File: config.mk
export PLATFORM = sky130hd
export DESIGN_NAME = task_scheduler_flat
export DESIGN_NICKNAME = d
export VERILOG_FILES = /design/src/rtl/task_scheduler_if.sv /design/src/rtl/task_scheduler.sv /design/src/flat_wrapper.sv
export SDC_FILE = /design/constraint.sdc
export NUM_CORES = 1
export LEC_CHECK = 0
export ABC_AREA = 1
export CAP_MARGIN = 20
export CELL_PAD_IN_SITES_DETAIL_PLACEMENT = 0
export CELL_PAD_IN_SITES_GLOBAL_PLACEMENT = 1
export CORE_AREA = 2 2 106 118
export DETAILED_ROUTE_END_ITERATION = 10
export DIE_AREA = 0 0 108 120
export GPL_TIMING_DRIVEN = 0
export PLACE_DENSITY_LB_ADDON = 0.1
export SYNTH_ARGS = -nofsm -noshare
export SYNTH_HDL_FRONTEND = slang
export SYNTH_SLANG_ARGS = --single-unit
File: constraint.sdc
create_clock -name clock -period 1.6 [get_ports clock]
set_input_delay 0.32 -clock clock [delete_from_list [all_inputs] [get_ports clock]]
set_output_delay 0.32 -clock clock [all_outputs]
set_load 0.01 [all_outputs]
File: src/rtl/task_scheduler_if.sv
// Bundle of every non-clock signal between the scheduler, its tasks and the shared memory.
// master: the scheduler side. slave: the tasks / environment side.
interface task_scheduler_if #(
    parameter int unsigned NUM_TASKS = 4,
    parameter int unsigned ADDR_W    = 11,
    parameter int unsigned WORD_W    = 16
);
    localparam int unsigned IDX_W = (NUM_TASKS > 1) ? $clog2(NUM_TASKS) : 1;

    logic                          run;
    logic [NUM_TASKS-1:0]          task_mask;
    logic [NUM_TASKS-1:0]          task_en;
    logic [NUM_TASKS-1:0]          task_start;
    logic [NUM_TASKS-1:0]          task_done;
    logic [NUM_TASKS*ADDR_W-1:0]   task_addr;
    logic [NUM_TASKS-1:0]          task_wr_en;
    logic [NUM_TASKS*WORD_W-1:0]   task_wdata;
    logic [ADDR_W-1:0]             mem_addr;
    logic                          mem_wr_en;
    logic [WORD_W-1:0]             mem_wdata;
    logic                          busy;
    logic                          round_done;
    logic [IDX_W-1:0]              cur_task;
    logic                          timeout_err;
    logic [IDX_W-1:0]              err_task;

    modport master (
        input  run, task_mask, task_done, task_addr, task_wr_en, task_wdata,
        output task_en, task_start, mem_addr, mem_wr_en, mem_wdata,
        output busy, round_done, cur_task, timeout_err, err_task
    );

    modport slave (
        output run, task_mask, task_done, task_addr, task_wr_en, task_wdata,
        input  task_en, task_start, mem_addr, mem_wr_en, mem_wdata,
        input  busy, round_done, cur_task, timeout_err, err_task
    );
endinterface

File: src/rtl/task_scheduler.sv
// Round-robin-free task scheduler: runs each masked task once per round in ascending order,
// granting the shared memory port to the task currently waiting, with a per-task timeout.
module task_scheduler #(
    parameter int unsigned NUM_TASKS = 4,
    parameter int unsigned ADDR_W    = 11,
    parameter int unsigned WORD_W    = 16,
    parameter int unsigned TIMEOUT   = 1023
) (
    input logic               clock,
    input logic               rst,
    task_scheduler_if.master  bus
);
    localparam int unsigned IDX_W = (NUM_TASKS > 1) ? $clog2(NUM_TASKS) : 1;
    localparam logic [15:0] TimeoutW = 16'(TIMEOUT);

    typedef enum logic [2:0] {StIdle, StEnable, StStart, StWait, StNext, StFinish} state_e;

    state_e               state_q, state_d;
    logic [NUM_TASKS-1:0] mask_q, mask_d;
    logic [IDX_W-1:0]     cur_task_q, cur_task_d;
    logic [15:0]          cnt_q, cnt_d;
    logic                 busy_q, busy_d;
    logic                 timeout_err_q, timeout_err_d;
    logic [IDX_W-1:0]     err_task_q, err_task_d;

    logic                 first_found, next_found;
    logic [IDX_W-1:0]     first_idx, next_idx;
    logic [15:0]          cnt_inc;
    logic [NUM_TASKS-1:0] en_vec, start_vec;

    // Lowest set bit of the incoming mask, and lowest latched bit above the current task.
    always_comb begin
        first_found = 1'b0;
        first_idx   = '0;
        next_found  = 1'b0;
        next_idx    = '0;
        for (int unsigned i = 0; i < NUM_TASKS; i++) begin
            if (!first_found && bus.task_mask[i]) begin
                first_found = 1'b1;
                first_idx   = IDX_W'(i);
            end
            if (!next_found && mask_q[i] && (i > 32'(cur_task_q))) begin
                next_found = 1'b1;
                next_idx   = IDX_W'(i);
            end
        end
    end

    // Saturating wait counter: counts completed WAIT cycles, never exceeds TIMEOUT.
    assign cnt_inc = (cnt_q >= TimeoutW) ? cnt_q : cnt_q + 16'd1;

    // Next-state and bookkeeping for the scheduling FSM.
    always_comb begin
        state_d       = state_q;
        mask_d        = mask_q;
        cur_task_d    = cur_task_q;
        cnt_d         = cnt_q;
        busy_d        = busy_q;
        timeout_err_d = timeout_err_q;
        err_task_d    = err_task_q;
        case (state_q)
            StIdle: begin
                if (bus.run) begin
                    mask_d        = bus.task_mask;
                    timeout_err_d = 1'b0;
                    busy_d        = 1'b1;
                    if (first_found) begin
                        cur_task_d = first_idx;
                        state_d    = StEnable;
                    end else begin
                        state_d = StFinish;
                    end
                end
            end
            StEnable: state_d = StStart;
            StStart: begin
                cnt_d   = '0;
                state_d = StWait;
            end
            StWait: begin
                cnt_d = cnt_inc;
                if (bus.task_done[cur_task_q]) begin
                    state_d = StNext;
                end else if (cnt_inc >= TimeoutW) begin
                    // The task used its full allowance of WAIT cycles; abort it.
                    timeout_err_d = 1'b1;
                    err_task_d    = cur_task_q;
                    state_d       = StNext;
                end
            end
            StNext: begin
                if (next_found) begin
                    cur_task_d = next_idx;
                    state_d    = StEnable;
                end else begin
                    state_d = StFinish;
                end
            end
            StFinish: begin
                busy_d  = 1'b0;
                state_d = StIdle;
            end
            default: state_d = StIdle;
        endcase
    end

    // State register with synchronous reset; a reset mid-round simply abandons the round.
    always_ff @(posedge clock) begin
        if (rst) begin
            state_q       <= StIdle;
            mask_q        <= '0;
            cur_task_q    <= '0;
            cnt_q         <= '0;
            busy_q        <= 1'b0;
            timeout_err_q <= 1'b0;
            err_task_q    <= '0;
        end else begin
            state_q       <= state_d;
            mask_q        <= mask_d;
            cur_task_q    <= cur_task_d;
            cnt_q         <= cnt_d;
            busy_q        <= busy_d;
            timeout_err_q <= timeout_err_d;
            err_task_q    <= err_task_d;
        end
    end

    // Decoded pulses and the memory mux; only the waiting task reaches the memory port.
    always_comb begin
        en_vec        = '0;
        start_vec     = '0;
        bus.mem_addr  = '0;
        bus.mem_wr_en = 1'b0;
        bus.mem_wdata = '0;
        case (state_q)
            StEnable: en_vec[cur_task_q] = 1'b1;
            StStart:  start_vec[cur_task_q] = 1'b1;
            StWait: begin
                bus.mem_addr  = bus.task_addr[32'(cur_task_q) * ADDR_W +: ADDR_W];
                bus.mem_wr_en = bus.task_wr_en[cur_task_q];
                bus.mem_wdata = bus.task_wdata[32'(cur_task_q) * WORD_W +: WORD_W];
            end
            default: ;
        endcase
    end

    assign bus.task_en     = en_vec;
    assign bus.task_start  = start_vec;
    assign bus.busy        = busy_q;
    assign bus.round_done  = (state_q == StFinish);
    assign bus.cur_task    = cur_task_q;
    assign bus.timeout_err = timeout_err_q;
    assign bus.err_task    = err_task_q;
endmodule

File: src/flat_wrapper.sv
// flat-port wrapper written by rule: the top's interface ports become plain ports
module task_scheduler_flat 
#(
    parameter int unsigned NUM_TASKS = 4,
    parameter int unsigned ADDR_W    = 11,
    parameter int unsigned WORD_W    = 16,
    parameter int unsigned TIMEOUT   = 1023
)
  (clock, rst, bus_run, bus_task_mask, bus_task_done, bus_task_addr, bus_task_wr_en, bus_task_wdata, bus_task_en, bus_task_start, bus_mem_addr, bus_mem_wr_en, bus_mem_wdata, bus_busy, bus_round_done, bus_cur_task, bus_timeout_err, bus_err_task);
  task_scheduler_if #(.NUM_TASKS(NUM_TASKS), .ADDR_W(ADDR_W), .WORD_W(WORD_W)) bus_i ();
  input logic clock;
  input logic rst;
  input wire logic [$bits(bus_i.run)-1:0] bus_run;
  input wire logic [$bits(bus_i.task_mask)-1:0] bus_task_mask;
  input wire logic [$bits(bus_i.task_done)-1:0] bus_task_done;
  input wire logic [$bits(bus_i.task_addr)-1:0] bus_task_addr;
  input wire logic [$bits(bus_i.task_wr_en)-1:0] bus_task_wr_en;
  input wire logic [$bits(bus_i.task_wdata)-1:0] bus_task_wdata;
  output wire logic [$bits(bus_i.task_en)-1:0] bus_task_en;
  output wire logic [$bits(bus_i.task_start)-1:0] bus_task_start;
  output wire logic [$bits(bus_i.mem_addr)-1:0] bus_mem_addr;
  output wire logic [$bits(bus_i.mem_wr_en)-1:0] bus_mem_wr_en;
  output wire logic [$bits(bus_i.mem_wdata)-1:0] bus_mem_wdata;
  output wire logic [$bits(bus_i.busy)-1:0] bus_busy;
  output wire logic [$bits(bus_i.round_done)-1:0] bus_round_done;
  output wire logic [$bits(bus_i.cur_task)-1:0] bus_cur_task;
  output wire logic [$bits(bus_i.timeout_err)-1:0] bus_timeout_err;
  output wire logic [$bits(bus_i.err_task)-1:0] bus_err_task;
  assign bus_i.run = bus_run;
  assign bus_i.task_mask = bus_task_mask;
  assign bus_i.task_done = bus_task_done;
  assign bus_i.task_addr = bus_task_addr;
  assign bus_i.task_wr_en = bus_task_wr_en;
  assign bus_i.task_wdata = bus_task_wdata;
  assign bus_task_en = bus_i.task_en;
  assign bus_task_start = bus_i.task_start;
  assign bus_mem_addr = bus_i.mem_addr;
  assign bus_mem_wr_en = bus_i.mem_wr_en;
  assign bus_mem_wdata = bus_i.mem_wdata;
  assign bus_busy = bus_i.busy;
  assign bus_round_done = bus_i.round_done;
  assign bus_cur_task = bus_i.cur_task;
  assign bus_timeout_err = bus_i.timeout_err;
  assign bus_err_task = bus_i.err_task;
  task_scheduler #(.NUM_TASKS(NUM_TASKS), .ADDR_W(ADDR_W), .WORD_W(WORD_W), .TIMEOUT(TIMEOUT)) u_core (.clock(clock), .rst(rst), .bus(bus_i));
endmodule
==> impl_metrics.env <==
export IMPL_final_hold_violation_count=0
export IMPL_post_place_ws_ns=-1.03
export IMPL_power_frac_seq_pct=22.1
export IMPL_p_total_mw=3.52
export IMPL_numClockSinks=28
export IMPL_maximum_clock_frequency_mhz=523
export IMPL_fp_row_count=42
export IMPL_irDropWorstVdd_uv=362
export IMPL_p_int_mw=2.28
export IMPL_final_max_slew_violation_count=0
export IMPL_worst_setup_slack_after_layout_ns=-0.313
export IMPL_clk_path_buf_depth=2
export IMPL_ys_ff_latch=28
export IMPL_area_sequential_sq_um=586
export IMPL_slew_headroom_pct=63.7
export IMPL_period_minus_slack_ns=1.91
export IMPL_mux_cell_area_share_after_synthesis_pct=0
export IMPL_worst_setup_path_end_kind="flip-flop"
export IMPL_final_global_route_overflow_total=0
export IMPL_worst_endpoint_arrival_ns=2.08
export IMPL_synth_seq_area_share_pct=24.2
export IMPL_synthArstFlopShare_pct=0
export IMPL_h_tree_depth=1
export IMPL_kind_of_start_point_of_the_critical_path="flip-flop"
export IMPL_viasPerCell=4.68
export IMPL_post_route_cells_drive_above_1_share_pct=41.6
export IMPL_power_dens_cells_nw_per_um2=664
export IMPL_numCtsBuffers=3
export IMPL_p_sw_share_pct=35.2
export IMPL_yosys_most_used_dff="dfxtp_1"
export IMPL_via_count=3418
export IMPL_drtIter0Drc=120
export IMPL_path_class="reg -> reg"
export IMPL_clock_root_buffer="clkbuf_16"
export IMPL_place_port_buffers=164
export IMPL_synth_compound_area_share_pct=33.3
export IMPL_antenna_found_initial=3
export IMPL_path_type_of_the_worst_min_delay_path="in -> reg"
export IMPL_floorplan_initialDensity_pct=19.6
export IMPL_syn_cell_area_sq_um=2310
export IMPL_synth_distinct_cells=28
export IMPL_avgRoutedWirePerCell_microns=17.6
export IMPL_yosys_top_cells_area="dfxtp_1, a22oi_1, nand2_1, a21oi_1, nor2_1"
export IMPL_grt_first_pass_wirelength_mm=18.7
export IMPL_synth_area_per_cell_sq_um=6.27
export IMPL_unrepaired_setup_endpoints_after_global_routing="yes"
export IMPL_multi_input_comb_area_sq_um=2040
export IMPL_post_synth_xor_area_fraction_pct=0.757
export IMPL_final_setup_viol_count=39
export IMPL_clock_skew_ns=0.00397
export IMPL_num_fill_cells=1229
export IMPL_gp_congestion=0.834
export IMPL_finalCritPeriodShare_pct=120
export IMPL_clkSlewWorstSetupHoldPaths_ns=0.07
export IMPL_core_region_area_sq_um=11800
export IMPL_ioPinCount=166
export IMPL_post_route_drc_count=0
export IMPL_clkLatencyLatePin_ns=0.27
export IMPL_synthAdderAreaFrac_pct=0.541
export IMPL_grt_start_max_net_pins=17
export IMPL_comb_power_share_pct=56.1
export IMPL_synth_enable_flop_cells=0
export IMPL_grt_total_usage_pct=18.8
export IMPL_leakage_nw=2.07
export IMPL_worst_endpoint_required_ns=1.77
export IMPL_final_core_util_pct=44.8
export IMPL_die_x_microns=108
export IMPL_ant_nets=0
export IMPL_synth_top_family_by_area="compound AO/OA/AOI/OAI gates"
export IMPL_first_global_vias=3356
export IMPL_cts_hold_fix_buffers=0
export IMPL_worstPathMaxFanout=7
export IMPL_postSynthNetCount=493
export IMPL_syn_to_final_growth_pct=129
export IMPL_failed_checks="negative setup slack"
export IMPL_wire_length_reported_by_the_detailed_router_mm=12.8
export IMPL_place_hpwl_mm=9.53
export IMPL_pwr_share_clk_pct=21.9
export IMPL_instances_no_fill=730
export IMPL_tightestPinTransition_ns=0.544
export IMPL_die_area_sq_um=13000
export IMPL_dpl_cell_count=687
export IMPL_synth_top_cell_by_area="dfxtp_1"
export IMPL_netlist_instances=369
export IMPL_synth_yosys_warnings=0
export IMPL_totalNegativeSetupSlack_ns=-9.78
export IMPL_final_nets=699
export IMPL_yosysTopAreaCellShare_pct=24.2
export IMPL_drt_pass1_iter_count=4
export IMPL_post_synthesis_share_of_cell_area_spent_on_and_or_nand_and_nor_gates_pct=31.2
export IMPL_dieHeight_microns=120
export IMPL_outcome="finished, violations left"
export IMPL_cts_tree="done"
export IMPL_max_cap_violations=0
export IMPL_switching_pwr_mw=1.24
==> placed cells by master, fill, tap and decap left out, drive strengths merged <==
cell / n
dfxtp: 28
nor3: 1
nand4: 2
ha: 1
a21oi: 50
diode: 2
a22oi: 57
xor2: 1
inv: 40
clkinvlp: 1
nor2: 46
or2: 1
nand3b: 2
clkbuf: 17
o21ai: 16
buf: 79
bufinv: 1
clkdlybuf4s50: 127
nand2: 77
xnor2: 1
nand3: 26
==> logic make-up after synthesis <==
group / Yosys count
buf+inv: 60
compound gates: 123
xor+xnor: 2
fa+ha+maj: 1
simple gates: 155
flops: 28
==> power by group through the flow <==
stage	clock network, mW	logic, mW	registers [mW]
global placement	0	1.23	0.777
global route	0.818	2.10	0.781
floorplan	0	0.589	0.778
detailed placement	0	1.24	0.777
CTS	0.794	1.79	0.781
finish	0.769	1.97	0.776
==> worst max-delay path, stage by stage (launching register included) <==
cell and delay [ns]:
dfxtp_4 0.36, ha_4 0.17, nand3_4 0.09, nor2_4 0.06, buf_12 0.12, a21oi_4 0.23, nand3b_1 0.11, nand2_1 0.11
nand2_2 0.07, nor2_2 0.11, nand2_2 0.09, nand2_4 0.10, nand3_2 0.06, nand2_1 0.07, nor2_1 0.04
==> final cells by class <==
type                            count  area share (%)
Antenna cell                        2          0.0944
Buffer                             19            5.90
Clock buffer                        3            1.42
Clock inverter                      1           0.567
Inverter                           41            3.54
Multi-Input combinational cell    281            38.5
Sequential cell                    28            11.0
Tap cell                          154            3.64
Timing Repair Buffer              201            35.3
==> worst paths after layout <==
kind	start	slack [ns]	cells after the start	end
max	u_core.cnt_q[1]	-0.31	14	u_core.bus.err_task[1]
min	rst	0.45	2	u_core.cnt_q[2]
max reg2reg	u_core.cnt_q[1]	-0.31	14	u_core.bus.err_task[1]
min reg2reg	u_core.cnt_q[11]	0.46	2	u_core.cnt_q[11]
==> cell usage after synthesis (2+ instances only) <==
| cell type | instances |
|---|---|
| nand2_4 | 3 |
| inv_1 | 38 |
| nand4_1 | 2 |
| nand2_2 | 5 |
| nand3_2 | 5 |
| a22oi_1 | 57 |
| a21oi_2 | 2 |
| nor2_4 | 2 |
| clkbuf_1 | 17 |
| nor2_1 | 39 |
| nor2_2 | 5 |
| a21oi_1 | 48 |
| inv_2 | 2 |
| o21ai_0 | 15 |
| nand2_1 | 69 |
| dfxtp_1 | 28 |
| nand3_1 | 21 |
==> metrics by stage <==
| stage | cell area (sq um) | hold slack [ns] |
|---|---|---|
| after floorplan | 2420 | 0.428 |
| after global placement | 4260 | 0.441 |
| after detailed placement | 4260 | 0.443 |
| after CTS | 5020 | 0.453 |
| after global routing | 5300 | 0.475 |
| final | 5300 | 0.450 |
==> registers in the layout (all words and copies together) (netlist names) <==
register,count
u_core.bus.busy,1
u_core.bus.timeout_err,1
u_core.bus.err_task,2
u_core.cnt_q,16
u_core.bus.cur_task,2
u_core.state_q,3
u_core.mask_q,3
==> what timing repair did <==
action,4_1_cts,5_1_grt
pin swaps,30,38
gates resized for setup,290,61
endpoints found under the setup margin,46,49
buffers inserted,22,10
cloned,4,1
==> per-layer routing <==
| layer | part of all wire [%] | global-route usage [%] |
|---|---|---|
| met1 | 39 | 21.8 |
| met2 | 51 | 34.2 |
| met3 | 8.2 | 4.73 |
| met4 | 1.5 | 4.49 |
| met5 | 0.10 | 0 |
Note: power is estimated with default switching activity, not from simulation.
